<file path="src/rtl/fp_mult_seq.sv">
// fp_mult_seq: sequential binary32 multiplier controller.
// One operation in flight; mantissa product from an iterative shift-add
// multiplier, then normalize, round (6 modes) and range-check.
// Macro FP_MULT_SEQ_RADIX4_EN: retire two multiplier bits per MUL cycle
// (12 MUL cycles instead of 24); results are identical in both builds.
module fp_mult_seq (
    input  logic        clk,
    input  logic        rst,
    input  logic        in_valid,
    output logic        in_ready,
    input  logic [31:0] a,
    input  logic [31:0] b,
    input  logic [2:0]  rnd,
    output logic        out_valid,
    input  logic        out_ready,
    output logic [31:0] z,
    output logic [5:0]  flags
);

`ifdef FP_MULT_SEQ_RADIX4_EN
    localparam int         STEP     = 2;
    localparam logic [4:0] CNT_LAST = 5'd11;
`else
    localparam int         STEP     = 1;
    localparam logic [4:0] CNT_LAST = 5'd23;
`endif

    typedef enum logic [2:0] {IDLE, MUL, NORM, ROUND, SPEC, DONE} state_t;

    state_t             state, state_nxt;
    logic [30:0]        a_q, b_q;
    logic [2:0]         rnd_q;
    logic               sgn;
    logic [47:0]        ma_sh;   // multiplicand, pre-shifted to the current bit weight
    logic [23:0]        mb;      // multiplier, consumed from the LSB
    logic [47:0]        acc;
    logic [47:0]        pp;
    logic [4:0]         cnt;
    logic signed [9:0]  exp_q;
    logic [23:0]        mant;
    logic               grd, stk;

    // dispatch: exponent field 0 (zero/denormal) or 255 (inf/NaN) skips the multiplier
    logic in_special;
    assign in_special = (a[30:23] == 8'h00) || (a[30:23] == 8'hff) ||
                        (b[30:23] == 8'h00) || (b[30:23] == 8'hff);

    // partial product for this MUL cycle
`ifdef FP_MULT_SEQ_RADIX4_EN
    assign pp = ({48{mb[0]}} & ma_sh) + ({48{mb[1]}} & {ma_sh[46:0], 1'b0});
`else
    assign pp = {48{mb[0]}} & ma_sh;
`endif

    // rounding, carry-out renormalization and overflow/underflow handling
    logic               inc, inx;
    logic [24:0]        m25;
    logic [23:0]        mant_r;
    logic signed [9:0]  exp_r;
    logic [31:0]        z_rnd;
    logic [5:0]         f_rnd;
    always_comb begin
        inx = grd | stk;
        case (rnd_q)
            3'd1:    inc = 1'b0;
            3'd2:    inc = ~sgn & inx;
            3'd3:    inc = sgn & inx;
            3'd4:    inc = grd & (stk | ~sgn);   // a tie goes toward +inf
            3'd5:    inc = inx;
            default: inc = grd & (stk | mant[0]);
        endcase
        m25    = {1'b0, mant} + {24'd0, inc};
        mant_r = m25[24] ? m25[24:1] : m25[23:0];
        exp_r  = exp_q + (m25[24] ? 10'sd1 : 10'sd0);
        z_rnd  = {sgn, exp_r[7:0], mant_r[22:0]};
        f_rnd  = {inx, 5'b00000};
        if (exp_r >= 10'sd255) begin
            f_rnd = 6'b110000;
            case (rnd_q)
                3'd1:    z_rnd = {sgn, 31'h7f7fffff};
                3'd2:    z_rnd = sgn ? 32'hff7fffff : 32'h7f800000;
                3'd3:    z_rnd = sgn ? 32'hff800000 : 32'h7f7fffff;
                default: z_rnd = {sgn, 31'h7f800000};
            endcase
            if (z_rnd[30:0] == 31'h7f800000) f_rnd[1] = 1'b1;
        end else if (exp_r <= 10'sd0) begin
            z_rnd = {sgn, 31'd0};
            f_rnd = 6'b101001;
        end
    end

    // special operands; denormals count as zero
    logic        a_nan, b_nan, a_inf, b_inf, a_zero, b_zero;
    logic [31:0] z_spec;
    logic [5:0]  f_spec;
    always_comb begin
        a_zero = (a_q[30:23] == 8'h00);
        b_zero = (b_q[30:23] == 8'h00);
        a_inf  = (a_q[30:23] == 8'hff) && (a_q[22:0] == 23'd0);
        b_inf  = (b_q[30:23] == 8'hff) && (b_q[22:0] == 23'd0);
        a_nan  = (a_q[30:23] == 8'hff) && (a_q[22:0] != 23'd0);
        b_nan  = (b_q[30:23] == 8'hff) && (b_q[22:0] != 23'd0);
        z_spec = {sgn, 31'd0};
        f_spec = 6'b000001;
        if (a_nan || b_nan || (a_inf && b_zero) || (b_inf && a_zero)) begin
            z_spec = 32'h7fc00000;
            f_spec = 6'b000100;
        end else if (a_inf || b_inf) begin
            z_spec = {sgn, 8'hff, 23'd0};
            f_spec = 6'b000010;
        end
    end

    // state register
    always_ff @(posedge clk or negedge rst) begin
        if (!rst) state <= IDLE;
        else      state <= state_nxt;
    end

    // next state and handshake outputs (decoded from state only)
    always_comb begin
        state_nxt = state;
        in_ready  = 1'b0;
        out_valid = 1'b0;
        case (state)
            IDLE: begin
                in_ready = 1'b1;
                if (in_valid) state_nxt = in_special ? SPEC : MUL;
            end
            MUL:   if (cnt == CNT_LAST) state_nxt = NORM;
            NORM:  state_nxt = ROUND;
            ROUND: state_nxt = DONE;
            SPEC:  state_nxt = DONE;
            DONE: begin
                out_valid = 1'b1;
                if (out_ready) state_nxt = IDLE;
            end
            default: state_nxt = IDLE;
        endcase
    end

    // datapath registers; z/flags only change when a result is produced
    always_ff @(posedge clk or negedge rst) begin
        if (!rst) begin
            a_q <= '0; b_q <= '0; rnd_q <= '0; sgn <= 1'b0;
            ma_sh <= '0; mb <= '0; acc <= '0; cnt <= '0;
            exp_q <= '0; mant <= '0; grd <= 1'b0; stk <= 1'b0;
            z <= '0; flags <= '0;
        end else begin
            case (state)
                IDLE: if (in_valid) begin
                    a_q   <= a[30:0];
                    b_q   <= b[30:0];
                    rnd_q <= rnd;
                    sgn   <= a[31] ^ b[31];
                    ma_sh <= {24'd0, 1'b1, a[22:0]};
                    mb    <= {1'b1, b[22:0]};
                    acc   <= '0;
                    cnt   <= '0;
                    exp_q <= $signed({2'b00, a[30:23]}) + $signed({2'b00, b[30:23]}) - 10'sd127;
                end
                MUL: begin
                    acc   <= acc + pp;
                    ma_sh <= ma_sh << STEP;
                    mb    <= mb >> STEP;
                    cnt   <= cnt + 5'd1;
                end
                NORM: begin
                    if (acc[47]) begin
                        mant  <= acc[47:24];
                        grd   <= acc[23];
                        stk   <= |acc[22:0];
                        exp_q <= exp_q + 10'sd1;
                    end else begin
                        mant  <= acc[46:23];
                        grd   <= acc[22];
                        stk   <= |acc[21:0];
                    end
                end
                ROUND: begin
                    z     <= z_rnd;
                    flags <= f_rnd;
                end
                SPEC: begin
                    z     <= z_spec;
                    flags <= f_spec;
                end
                default: ;
            endcase
        end
    end

endmodule
</file>
<file path="config.mk">
export PLATFORM = sky130hd
export DESIGN_NAME = fp_mult_seq
export DESIGN_NICKNAME = d
export VERILOG_FILES = /design/src/rtl/fp_mult_seq.sv
export SDC_FILE = /design/constraint.sdc
export NUM_CORES = 1
export LEC_CHECK = 0
export BUFFER_PORTS_ARGS = -buffer_cell sky130_fd_sc_hd__buf_2
export CAP_MARGIN = 10
export CORE_UTILIZATION = 55
export DETAILED_ROUTE_END_ITERATION = 16
export PLACE_DENSITY = 0.75
export REMOVE_ABC_BUFFERS = 1
export SYNTH_ARGS = -nofsm -noshare
export SYNTH_HDL_FRONTEND = slang
export SYNTH_SLANG_ARGS = --single-unit
export TNS_END_PERCENT = 50
</file>
<file path="constraint.sdc">
create_clock -name clk -period 5.1 [get_ports clk]
set_clock_uncertainty 0.05 [all_clocks]
set_input_delay 0.51 -clock clk [delete_from_list [all_inputs] [get_ports clk]]
set_output_delay 0.51 -clock clk [all_outputs]
set_load 0.01 [all_outputs]
</file>
**Yosys cells after proc, flatten, opt, wreduce, memory -nomap -nowiden**

Index checks and enable logic that the tools add are counted.

- Input port bits: 71
- Bits in registers: 268
- Output and inout bits: 40

- Add/subtract/negate cells: 7
- Multiplexer cells: 39
- Reductions and logical operators: 32
- Equal/unequal tests: 20
- Bitwise operators: 10
- Magnitude comparators: 2

Operators with widths:

| cell | count |
|---|---|
| 48-bit one-hot mux with 2 select lines | 2 |
| 32-bit two-way mux | 5 |
| 48-bit two-way mux | 2 |
| 32-bit one-hot mux with 3 select lines | 1 |
| 32-bit one-hot mux with 2 select lines | 1 |
| 31-bit two-way mux | 2 |
| 48-bit adder | 1 |
| 48-bit bitwise AND | 1 |
| 24-bit two-way mux | 2 |
| 24-bit one-hot mux with 2 select lines | 1 |
| 23-bit zero test | 2 |
| 23-bit nonzero test | 2 |
| 8-bit equality test (second input constant) | 4 |
| 8-bit zero test | 4 |
| 31-bit equality test (second input constant) | 1 |
| 24-bit by 1-bit adder with 25-bit output | 1 |
| 23-bit two-way mux | 1 |
| 23-bit OR reduction | 1 |
| 22-bit OR reduction | 1 |
| 10-bit two-way mux | 2 |
| 10-bit one-hot mux with 2 select lines | 1 |
| 3-bit two-way mux | 5 |
| 3-bit one-hot mux with 5 select lines | 1 |
| 3-bit by 2-bit equality test with 1-bit output (second input constant) | 4 |
| other kinds (29) | 62 |

**Depth between registers and ports, before layout**

Gate-level depths: netlist (run 1).

- Depth after elaboration: 13
- Depth in mapped cells: 26
- Gate-level depth less buffers: 25

**Worst setup path before layout (run 1)**

Ideal clock, no wire load.

- Kind: register -> register
- From: register rnd_q[2]
- To: register z[11]
- Stages on the path, launching flop included: 26
- Setup slack: 79 ps
- Data arrival time: 4,850 ps
- Clock period less this slack: 5,021 ps
- Setup time: 121 ps
- Path buffers: 2
- Cell sequence: dfrtp_1 > clkbuf_1 > nor3b_1 > ha_1 > nor3_1 > a31oi_1 > o21ai_0 > ha_1 > ha_1 > and3_4 > nand3_4 > nor2_2 > and4_4 > nand2_2 > nor3_1 > ha_1 > ha_1 > nand3_2 > xnor2_1 > nand2_1 > o41ai_2 > nand2_2 > nor2_4 > nor2_1 > buf_2 > a22o_1

- Cells in the longest elaborated chain, start to end: 9

Ends and longest elaborated chain:

| item | line | text |
|---|---|---|
| from (decl) | 32 | `logic [2:0] rnd_q;` |
| from (signal assigned) | 154 | `rnd_q <= rnd;` |
| 3-bit equality test (tied with other cells) | 64 | `case (rnd_q)` |
| 1-bit one-hot mux with 5 select lines | 64 |  |
| 24-bit by 1-bit adder with 25-bit output | 72 | `m25 = {1'b0, mant} + {24'd0, inc};` |
| 1-bit two-way mux | 74 | `exp_r = exp_q + (m25[24] ? 10'sd1 : 10'sd0);` |
| 10-bit by 2-bit adder with 10-bit output | 74 |  |
| 10-bit by 1-bit <= comparator with 1-bit output | 86 | `end else if (exp_r <= 10'sd0) begin` |
| 31-bit two-way mux | 86 |  |
| 32-bit two-way mux * | 77 | `if (exp_r >= 10'sd255) begin` |
| 32-bit one-hot mux with 2 select lines * | 150 | `case (state)` |
| to (signal assigned) | 181 | `z <= z_rnd;` |
| to (signal assigned) | 185 | `z <= z_spec;` |
| to (decl) | 16 | `output logic [31:0] z,` |

Every way passes the cells marked *; elsewhere a longest branch is shown, timed or not. The select of a mux whose other input is x is not followed.
A chain may end at the register's enable or synchronous reset.

**Worst setup path in the final report (run 1)**

- From: register rnd_q[1]
- To: register z[10]

Same word-level chain as after synthesis.

==> results of run 1 <==
[cell type report]
class                      count  area, um2
tap                          372        465
clock inverter                15        160
timing repair buffer         141        795
fill                        2347       9860
multi-input combinational   1400       8240
inverter                      28        105
sequential                   268       6710
clock buffer                  41        852
[routing by layer]
metal,track usage,share of wire,up-vias
met1,0.357,0.46,6247
li1,-,-,6454
met2,0.441,0.48,308
met3,0.0376,0.044,55
met4,0.0619,0.021,2
met5,0,0.00036,-
[through the flow]
| step | worst slack, ns | utilization |
|---|---|---|
| final | 0.217 | 0.637 |
| after global placement | 0.163 | 0.596 |
| after CTS | 0.0737 | 0.634 |
| after detailed placement | -0.0365 | 0.596 |
| after floorplan | -4.24 | - |
| after global routing | -0.0579 | 0.637 |
[final timing paths]
path	startpoint	to	depth (start not counted)
max	rnd_q[1]$_DFFE_PN0P_	z[10]$_DFFE_PN0P_	26
min	rst	z[2]$_DFFE_PN0P_	1
max reg2reg	rnd_q[1]$_DFFE_PN0P_	z[10]$_DFFE_PN0P_	26
min reg2reg	mb[3]$_DFFE_PN0P_	mb[3]$_DFFE_PN0P_	2
max in group asynchronous	rst	acc[29]$_DFFE_PN0P_	2
min in group clk	a[9]	a_q[9]$_DFFE_PN0P_	3
[cells in the final DEF (no fill, tap or decap), drive strengths merged, types with 9 or more instances in the layout]
master | Yosys | layout
a21o | 17 | 17
a21oi | 87 | 87
a221o | 10 | 10
a22o | 17 | 17
a22oi | 47 | 47
a31oi | 15 | 15
and2 | 58 | 58
buf | 14 | 141
clkbuf | 85 | 41
dfrtp | 268 | 268
ha | 69 | 69
inv | 28 | 31
mux2i | 26 | 26
nand2 | 486 | 486
nand2b | 10 | 10
nand3 | 55 | 55
nand4 | 26 | 26
nor2 | 62 | 62
nor3 | 23 | 23
nor4 | 26 | 26
o211ai | 9 | 9
o21ai | 172 | 172
o21bai | 13 | 13
xnor2 | 44 | 44
xor2 | 35 | 35
[critical path, stage by stage, from the launching register on]
cell and delay (ns):
dfrtp_1 0.35, inv_1 0.07, nor3b_2 0.20, ha_1 0.26, nor3_1 0.14, a31oi_1 0.06
o21ai_1 0.14, ha_2 0.21, ha_1 0.17, and3_4 0.21, nand3_4 0.08, nor2_2 0.13
and4_4 0.25, nand2_2 0.08, nor3_2 0.18, buf_4 0.16, ha_4 0.15, ha_4 0.14
nand3_4 0.11, xnor2_2 0.21, nand2_1 0.12, o41ai_4 0.45, nand2_2 0.14, buf_6 0.19
nor3_2 0.24, buf_2 0.22, a221o_1 0.12
[cells by family after synthesis]
logic type / count (synthesis)
buffers and inverters: 127
adders and majority gates: 71
and+or+nand+nor: 781
xor gates and xnor gates: 79
DFF: 268
muxes: 26
AOI/OAI and AO/OA: 443
[power breakdown]
group          internal (W)  switching, W  total (W)  leakage [nW]
Combinational       0.00160       0.00247    0.00407          4.37
Sequential          0.00300      0.000742    0.00374          3.47
Clock               0.00128      0.000897    0.00218         0.484
[what timing repair did]
| item | in CTS | in global routing |
|---|---|---|
| pin swaps | 0 | 6 |
| hold buffers | 0 | 0 |
| endpoints found under the setup margin | 14 | 33 |
| gates resized for setup | 3 | 12 |
| gates cloned | 0 | 1 |
| setup buffers | 0 | 3 |
[registers in the layout (all words and copies together), names as in the netlist]
register / flops
b_q: 31
z: 32
a_q: 31
grd: 1
mant: 24
cnt: 5
state: 3
ma_sh: 48
stk: 1
rnd_q: 3
acc: 48
exp_q: 10
mb: 24
flags: 6
sgn: 1
==> impl_results.md, run 1 <==
- Peak VDD IR: 0.360 mV
- Share of cells above drive strength 1: 0.119
- Vias in the first global route: 12500
- Synth Area in Simple Gates: 0.229
- Hold WC Path Type: in -> async
- Wire per inst: 16.1 um
- Fmax: 205 MHz
- Xor/xnor share of the synthesized area: 0.0451
- Remaining DRCs: 0
- Drt pass-1 iters: 5
- Ys Warns: 0
- Routed wire length: 36.4 mm
- DP Area: 16200 um2
- Max Buffers Root-to-Sink: 3
- Mapped Area: 15300 um2
- Worst-skew pair later-pin latency: 0.57 ns
- Pin count of the biggest net entering global routing: 146
- Yosys top cell by area: dfrtp_1
- Primary FF master, synth: dfrtp_1
- Num CTS Buffers: 30
- Die area: 28600 um2
- Mux share of post-synthesis cell area: 0.0170
- Main combinational cell family by area after synthesis: simple AND/OR/NAND/NOR gates
- Hpwl dp: 25.3 mm
- Synth area leaders: dfrtp_1 44%, nand2_1 12%, ha_1 5.6%
- Max-slew headroom: 0.235
- All-Layer GR Usage: 0.262
- Crit path kind: reg -> reg
- Top cells by count, synth: 484 x nand2_1, 268 x dfrtp_1, 169 x o21ai_0
- IO Pins: 111
- Hold_ws: 0.00210 ns
- Crit end category: register
- Die W: 169 um
- Starting density of the core: 0.565
- Global-route wire length before repair: 62.0 mm
- Placed Cells: 2205
- Synth Area in Compound Gates: 0.181
- IO buf count: 110
- Cells after Synth: 1795
- Final setup violation count: 0
- Status: finished, final reports clean
- Core Box Area: 27200 um2
- Synth Area in Adders: 0.0589
- Nets@finish: 2011
- GP Congestion: 0.892
- Max FO, Critical Path: 18
- Yosys reg bits: 268
- Die span in y: 169 um
- Post-synth top area share: 0.437
- Congestion Overflow GR: 0
- Clk slew on worst S/H paths: 0.06 ns
- Fin. max-slew vios: 0
- CTS tree: done
- Final Cycle Share: 0.957
- Avg Inst Size Synth: 8.55 um2
- Lkg Pwr: 8.32 nW
- Routed Antenna Nets: 0
- Max H-tree Level: 1
- Finished Layout Cells: 2265
- Count of final hold-check violations: 0
- Most numerous cell in the Yosys netlist: nand2_1
- Least-Margin Pin Slew: 1.15 ns
- R2r setup slk: 0.22 ns
- Setup TNS: 0 ns
- P&R area growth vs syn: 12.8%
- Initial antenna violation count: 1
- ANT cells: 0
- Initial DRC count: 760
- Synth cell types: 77
- Pwr Density: 576 nW/um2
- Sequential share of the synthesized area: 0.437
- Row count: 60
- FFs w/ async S/R, synth: 1.00
- DR vias: 13100
- DR vias/cell: 5.77
- Count of flip-flops with a built-in enable after synthesis: 0
- MaxCap Viol Count: 0
- Final min period: 4.88 ns
- Total power draw: 0.00998 W
- Required time of the critical path: 5.53 ns
- Post-route cell area: 17300 um2
- Clock sinks: 268
- Crit start category: register
- Crit path DAT: 5.31 ns
- Clk root buf: clkbuf_16
No activity file was read; power rests on OpenSTA's default activity.
==> run 2: changes to the inputs <==
--- a/config.mk
+++ b/config.mk
@@ -7,9 +7,9 @@
 export LEC_CHECK = 0
 export BUFFER_PORTS_ARGS = -buffer_cell sky130_fd_sc_hd__buf_2
 export CAP_MARGIN = 10
-export CORE_UTILIZATION = 55
+export CORE_UTILIZATION = 50
 export DETAILED_ROUTE_END_ITERATION = 16
-export PLACE_DENSITY = 0.75
+export PLACE_DENSITY = 0.69
 export REMOVE_ABC_BUFFERS = 1
 export SYNTH_ARGS = -nofsm -noshare
 export SYNTH_HDL_FRONTEND = slang
==> run 2 against run 1 <==
Combinational power barely moved. Non-clock buffer count did not move. Register-to-register slack improved by 0.06 ns. Highest routed layer unchanged. Global-route usage fell by 2.2 points. Maximum frequency rose by 1.2%. Total power rose by 1.0%. Wire length rose by 1.1%. Via count fell by 0.64%. Sequential power barely moved. Critical path type unchanged. Die area rose by 9.9%.
==> impl_results.md, run 2 (same netlist as run 1, synthesis figures left out) <==
- Status: finished, final reports clean (unchanged)
- Crit end category: register (unchanged)
- Max Buffers Root-to-Sink: 3 (unchanged)
- IO Pins: 111 (unchanged)
- Row count: 63 (was 60)
- All-Layer GR Usage: 0.240 (was 0.262)
- Die span in y: 177 um (was 169 um)
- Pwr Density: 578 nW/um2 (was 576 nW/um2)
- GP Congestion: 0.900 (was 0.892)
- Global-route wire length before repair: 62.0 mm (about the same)
- GR Layer Usage met3: 0.0260 (was 0.0376)
- Nets@finish: 2010 (was 2011)
- Pin count of the biggest net entering global routing: 127 (was 146)
- MaxCap Viol Count: 0 (unchanged)
- Die W: 177 um (was 169 um)
- ANT cells: 0 (unchanged)
- DR vias/cell: 5.70 (was 5.77)
- Gr busiest metal: met2 (unchanged)
- Max-slew headroom: 0.314 (was 0.235)
- Clk slew on worst S/H paths: 0.06 ns (about the same)
- Remaining DRCs: 0 (unchanged)
- Required time of the critical path: 5.47 ns (was 5.53 ns)
- GR Util met1: 0.329 (was 0.357)
- Core Box Area: 30000 um2 (was 27200 um2)
- Final Cycle Share: 0.946 (was 0.957)
- Lkg Pwr: 8.36 nW (was 8.32 nW)
- Max FO, Critical Path: 5 (was 18)
- Biggest regs: acc: 48 flops, ma_sh: 48 flops, z: 32 flops (unchanged)
- PnR worst setup slack: 0.277 ns (was 0.217 ns)
- IO buf count: 110 (unchanged)
- Vias in the first global route: 12500 (about the same)
- CTS tree: done (unchanged)
- Initial DRC count: 878 (was 760)
- Hold WC Path Type: in -> async (unchanged)
- Least-Margin Pin Slew: 1.03 ns (was 1.15 ns)
- Most frequent cells in the layout: 481 x nand2_1, 268 x dfrtp_1, 168 x o21ai_0, 109 x buf_2, 86 x a21oi_1 (was 483 x nand2_1, 268 x dfrtp_1, 168 x o21ai_0, 110 x buf_2, 86 x a21oi_1)
- Crit path DAT: 5.19 ns (was 5.31 ns)
- Hpwl dp: 25.7 mm (was 25.3 mm)
- Met2 GRT Util: 0.403 (was 0.441)
- Clock sinks: 268 (unchanged)
- Most common cell after layout, fill and taps aside: nand2_1 (unchanged)
- Worst-skew pair later-pin latency: 0.55 ns (was 0.57 ns)
- Crit path kind: reg -> reg (unchanged)
- Fillers: 2720 (was 2347)
- DR vias: 13000 (was 13100)
- Routed Antenna Nets: 0 (unchanged)
- Max H-tree Level: 1 (unchanged)
- Wire per inst: 16.2 um (was 16.1 um)
- Share of cells above drive strength 1: 0.121 (was 0.119)
- Die area: 31400 um2 (was 28600 um2)
- Final setup violation count: 0 (unchanged)
- Starting density of the core: 0.512 (was 0.565)
- Congestion Overflow GR: 0 (unchanged)
- Hold_ws: 0.0414 ns (was 0.00210 ns)
- P&R area growth vs syn: 13.7% (was 12.8%)
- Initial antenna violation count: 2 (was 1)
- Crit start category: register (unchanged)
- Routed wire length: 36.8 mm (was 36.4 mm)
- Total power draw: 0.0101 W (was 0.00998 W)
- Peak VDD IR: 0.386 mV (was 0.360 mV)
- Count of final hold-check violations: 0 (unchanged)
- Pre-CTS WS: 0.00285 ns (was -0.0365 ns)
- Setup TNS: 0 ns (unchanged)
- Num CTS Buffers: 29 (was 30)
- Fin. max-slew vios: 0 (unchanged)
- Final min period: 4.82 ns (was 4.88 ns)
- Drt pass-1 iters: 5 (unchanged)
- Clk root buf: clkbuf_16 (unchanged)
- Fmax: 207 MHz (was 205 MHz)
-- run 2: repair_timing --
item                       4_1_cts  5_1_grt
pin swaps                        0       10
gates resized for setup          0       27
hold buffers                     0        0
buffers inserted                 0        1
gates cloned                     0        1
setup endpoints to repair        3       36
hold endpoints to repair         0        0
-- run 2: metrics by stage --
stage / cells / cell area (um2) / util
detailed placement: 2224 / 16300 / 0.543
finish: 2278 / 17500 / 0.583
CTS: 2275 / 17300 / 0.577
global route: 2278 / 17500 / 0.583
floorplan: 1696 / 15000 / -
global placement: 2224 / 16300 / 0.543
-- run 2: cell type report --
cell class	count	area, um2	share of cell area
well taps	390	488	0.0280
clock inverters	10	186	0.0107
inverters	28	105	0.00602
flip-flops and latches	268	6710	0.384
multi-input cells	1400	8290	0.475
clock buffers	41	851	0.0488
repair buffers	141	825	0.0473
-- run 2: critical path, stage by stage, from the launching register on --
cell and delay (ns):
dfrtp_1 0.35, inv_1 0.07, nor3b_2 0.22, ha_1 0.28, nor3_2 0.13, a31oi_1 0.06, o21ai_1 0.15, ha_2 0.22
ha_2 0.18, and3_4 0.20, nand3_4 0.09, nor2_4 0.12, and4_4 0.25, nand2_2 0.08, nor3_2 0.11, buf_4 0.16
ha_4 0.14, ha_4 0.15, nand3_4 0.11, xnor2_2 0.21, nand2_2 0.10, o41ai_4 0.44, nand2_2 0.14, nor2_4 0.19
nor3_4 0.07, buf_6 0.17, a221o_1 0.26
-- run 2: final timing paths --
path | startpoint | to | slack, ns | depth (start not counted)
max in group asynchronous | rst | b_q[9]$_DFFE_PN0P_ | 3.79 | 2
min in group clk | b[10] | b_q[10]$_DFFE_PN0P_ | 0.12 | 3
worst min register to register | mb[14]$_DFFE_PN0P_ | mb[14]$_DFFE_PN0P_ | 0.42 | 2
worst max-delay path | rnd_q[1]$_DFFE_PN0P_ | z[12]$_DFFE_PN0P_ | 0.28 | 26
worst min-delay path | rst | z[8]$_DFFE_PN0P_ | 0.04 | 1
worst max register to register | rnd_q[1]$_DFFE_PN0P_ | z[12]$_DFFE_PN0P_ | 0.28 | 26
-- run 2: per-layer routing --
layer / part of all wire / vias up
li1: - / 6435
met1: 0.46 / 6216
met2: 0.47 / 289
met3: 0.041 / 41
met4: 0.021 / 2
met5: 0.00027 / -
-- run 2: report_power, final --
group / internal (W) / switching, W / total (W)
clock network: 0.00141 / 0.000849 / 0.00226
registers: 0.00300 / 0.000748 / 0.00375
logic: 0.00161 / 0.00247 / 0.00408
total: 0.00602 / 0.00407 / 0.0101
==> run 3: changes to the inputs <==
--- a/config.mk
+++ b/config.mk
@@ -5,11 +5,13 @@
 export SDC_FILE = /design/constraint.sdc
 export NUM_CORES = 1
 export LEC_CHECK = 0
+export ABC_AREA = 1
 export BUFFER_PORTS_ARGS = -buffer_cell sky130_fd_sc_hd__buf_2
 export CAP_MARGIN = 10
 export CORE_UTILIZATION = 50
+export CTS_BUF_LIST = sky130_fd_sc_hd__clkbuf_4
 export DETAILED_ROUTE_END_ITERATION = 16
-export PLACE_DENSITY = 0.69
+export PLACE_DENSITY = 0.68
 export REMOVE_ABC_BUFFERS = 1
 export SYNTH_ARGS = -nofsm -noshare
 export SYNTH_HDL_FRONTEND = slang
==> run 3 against run 2 <==
Register-to-register slack better by 0.20 ns. Via count increased by 30%. Die area rose by 11%.
==> impl_results.md, run 3 <==
- Routed Antenna Nets: 0 (unchanged)
- PnR worst setup slack: 0.473 ns (was 0.277 ns)
- Clk slew on worst S/H paths: 0.06 ns (about the same)
- Fmax: 216 MHz (was 207 MHz)
- Primary FF master, synth: dfrtp_1 (unchanged)
- Num CTS Buffers: 76 (was 29)
- IO buf count: 110 (unchanged)
- RR Startpoint: rnd_q[2]$_DFFE_PN0P_ (was rnd_q[1]$_DFFE_PN0P_)
- Yosys reg bits: 268 (unchanged)
- Biggest regs: acc: 48 flops, ma_sh: 48 flops, z: 32 flops (unchanged)
- Final setup violation count: 0 (unchanged)
- Peak VDD IR: 0.253 mV (was 0.386 mV)
- Most common cell after layout, fill and taps aside: nand2_1 (unchanged)
- Clock sinks: 268 (unchanged)
- DR vias: 16900 (was 13000)
- FF/Latch Area: 6710 um2 (unchanged)
- Mapped Area: 17100 um2 (was 15300 um2)
- Pwr Density: 519 nW/um2 (was 578 nW/um2)
- Crit end category: register (unchanged)
- Top cells by count, synth: 958 x nand2_1, 345 x inv_1, 268 x dfrtp_1 (was 484 x nand2_1, 268 x dfrtp_1, 169 x o21ai_0)
- Crit start category: register (unchanged)
- Least-Margin Pin Slew: 0.923 ns (was 1.03 ns)
- Share of cells above drive strength 1: 0.0996 (was 0.121)
- RSZ-0062 raised after global routing: no
- All-Layer GR Usage: 0.288 (was 0.240)
- FFs w/ async S/R, synth: 1.00 (unchanged)
- Worst-skew pair later-pin latency: 0.76 ns (was 0.55 ns)
- Nets@finish: 2889 (was 2010)
- Post-synth top area share: 0.392 (was 0.437)
- Status: finished, final reports clean (unchanged)
- Row count: 67 (was 63)
- Avg Inst Size Synth: 6.71 um2 (was 8.55 um2)
- Wire per inst: 15.0 um (was 16.2 um)
- Clk root buf: clkbuf_4 (was clkbuf_16)
- GP Congestion: 0.956 (was 0.900)
- Hold WC Path Type: in -> reg (was in -> async)
- Sequential share of the synthesized area: 0.392 (was 0.437)
- DR vias/cell: 5.20 (was 5.70)
- Crit path largest cell delay: 0.39 ns (was 0.44 ns)
- Routed wire length: 48.7 mm (was 36.8 mm)
- Required time of the critical path: 5.72 ns (was 5.47 ns)
- CP delay by family, top: simple AND/OR/NAND/NOR gates (unchanged)
- Max H-tree Level: 3 (was 1)
- Yosys top cell by area: dfrtp_1 (unchanged)
- P&R area growth vs syn: 14.8% (was 13.7%)
- Max Buffers Root-to-Sink: 3 (unchanged)
- Count of flip-flops with a built-in enable after synthesis: 0 (unchanged)
- Initial antenna violation count: 2 (unchanged)
- Final min period: 4.63 ns (was 4.82 ns)
- Crit path kind: reg -> reg (unchanged)
- Drt pass-1 iters: 6 (was 5)
- Lkg Pwr: 10.8 nW (was 8.36 nW)
- Multi-input combinational cell area: 8790 um2 (was 8290 um2)
- Most frequent cells in the layout: 957 x nand2_1, 345 x inv_1, 268 x dfrtp_1, 238 x nor2_1, 175 x nand3_1 (was 481 x nand2_1, 268 x dfrtp_1, 168 x o21ai_0, 109 x buf_2, 86 x a21oi_1)
- Synth area leaders: dfrtp_1 39%, nand2_1 21%, inv_1 7.6% (was dfrtp_1 44%, nand2_1 12%, ha_1 5.6%)
- Vias in the first global route: 16700 (was 12500)
- Die W: 187 um (was 177 um)
- Die span in y: 187 um (was 177 um)
- Max FO, Critical Path: 29 (was 5)
- Remaining DRCs: 0 (unchanged)
- Crit-path slowest cell: dfrtp_1 (was o41ai_4)
- Cells after Synth: 2551 (was 1795)
- Starting density of the core: 0.509 (was 0.512)
- Die area: 35000 um2 (was 31400 um2)
- Hold_ws: 0.0754 ns (was 0.0414 ns)
- CTS tree: done (unchanged)
- Pin count of the biggest net entering global routing: 103 (was 127)
- Core Box Area: 33600 um2 (was 30000 um2)
- Most numerous cell in the Yosys netlist: nand2_1 (unchanged)
- Hold path startpoint: b[30]
- Global-route wire length before repair: 81.9 mm (was 62.0 mm)
- Congestion Overflow GR: 0 (unchanged)
- Hpwl dp: 35.8 mm (was 25.7 mm)
- CP startpoint: rnd_q[2]$_DFFE_PN0P_ (was rnd_q[1]$_DFFE_PN0P_)
- Pre-CTS WS: -0.00819 ns (was 0.00285 ns)
- IO Pins: 111 (unchanged)
- Count of final hold-check violations: 0 (unchanged)
- Fillers: 3372 (was 2720)
- Synth cell types: 44 (was 77)
- CP Buf/Inv Count: 3 (unchanged)
- Fin. max-slew vios: 0 (unchanged)
- Initial DRC count: 1106 (was 878)
- Final Cycle Share: 0.907 (was 0.946)
- Max-slew headroom: 0.384 (was 0.314)
- MaxCap Viol Count: 0 (unchanged)
- Crit path DAT: 5.25 ns (was 5.19 ns)
- Ys Warns: 0 (unchanged)
run 3: changes by cell type after synthesis, sizes merged, moves of 17 or more:
cell,previous run,this run
nor4,26,8
mux2i,26,0
buf,14,31
a22oi,47,4
xor2,35,18
o22ai,5,38
o21ai,172,132
nor2,62,247
clkbuf,85,43
inv,28,353
xnor2,44,7
and2,58,1
nand2,486,964
nand3,55,175
run 3: worst paths after layout:
| check | depth (start not counted) | slack (ns) | end |
|---|---|---|---|
| worst min-delay path | 3 | 0.08 | b_q[30]$_DFFE_PN0P_ |
| min in group asynchronous | 2 | 0.36 | a_q[23]$_DFFE_PN0P_ |
| max in group asynchronous | 3 | 3.41 | ma_sh[22]$_DFFE_PN0P_ |
| worst min register to register | 2 | 0.42 | z[16]$_DFFE_PN0P_ |
| worst max-delay path | 28 | 0.47 | z[22]$_DFFE_PN0P_ |
| worst max register to register | 28 | 0.47 | z[22]$_DFFE_PN0P_ |
run 3: what timing repair did:
item,4_1_cts,5_1_grt
endpoints found under the hold margin,207,0
resized for setup,1,12
endpoints found under the setup margin,3,36
hold buffers,63,0
pin swaps,0,3
setup buffers,0,3
run 3: through the flow:
step	instance area, um2	total power (W)	cells	util	TNS [ns]
floorplan	16800	0.00674	2477	-	-249.73
global placement	18000	0.00810	3051	0.537	0
detailed placement	18000	0.00823	3051	0.537	-0.0126
CTS	19600	0.0102	3235	0.582	0
global route	19600	0.0111	3242	0.584	0
finish	19600	0.0102	3242	0.584	0
run 3: final cells by class:
class / instances / share of cell area
multi-input cells: 1855 / 0.448
flip-flops and latches: 268 / 0.341
repair buffers: 192 / 0.0687
inverters: 354 / 0.0678
clock buffers: 103 / 0.0394
well taps: 448 / 0.0285
clock inverters: 18 / 0.00618
diodes: 4 / 0.000509
run 3: cell families after synthesis:
family | after synthesis | share of synthesized area
compound gates | 310 | 0.103
xor+xnor | 25 | 0.0128
fa+ha+maj | 71 | 0.0528
buf+inv | 428 | 0.0970
flops | 268 | 0.392
simple gates | 1449 | 0.342
run 3: power breakdown:
group	internal (W)	switching, W
logic	0.00155	0.00302
clock network	0.000984	0.000928
registers	0.00304	0.000683
total	0.00557	0.00464
run 3: worst register-to-register path, delay by kind of cell (launching register included):
| kind | cells | cell delay, ns |
|---|---|---|
| buf+inv | 3 | 0.43 |
| compound gates | 6 | 0.85 |
| fa+ha+maj | 5 | 1.16 |
| simple gates | 14 | 1.70 |
| flops | 1 | 0.39 |
run 3: per-layer routing:
metal | global-route usage | up-vias | part of all wire
met1 | 0.383 | 7825 | 0.46
met3 | 0.0435 | 95 | 0.050
met4 | 0.102 | 0 | 0.026
met2 | 0.476 | 461 | 0.47
li1 | - | 8490 | -
met5 | 0 | - | 0
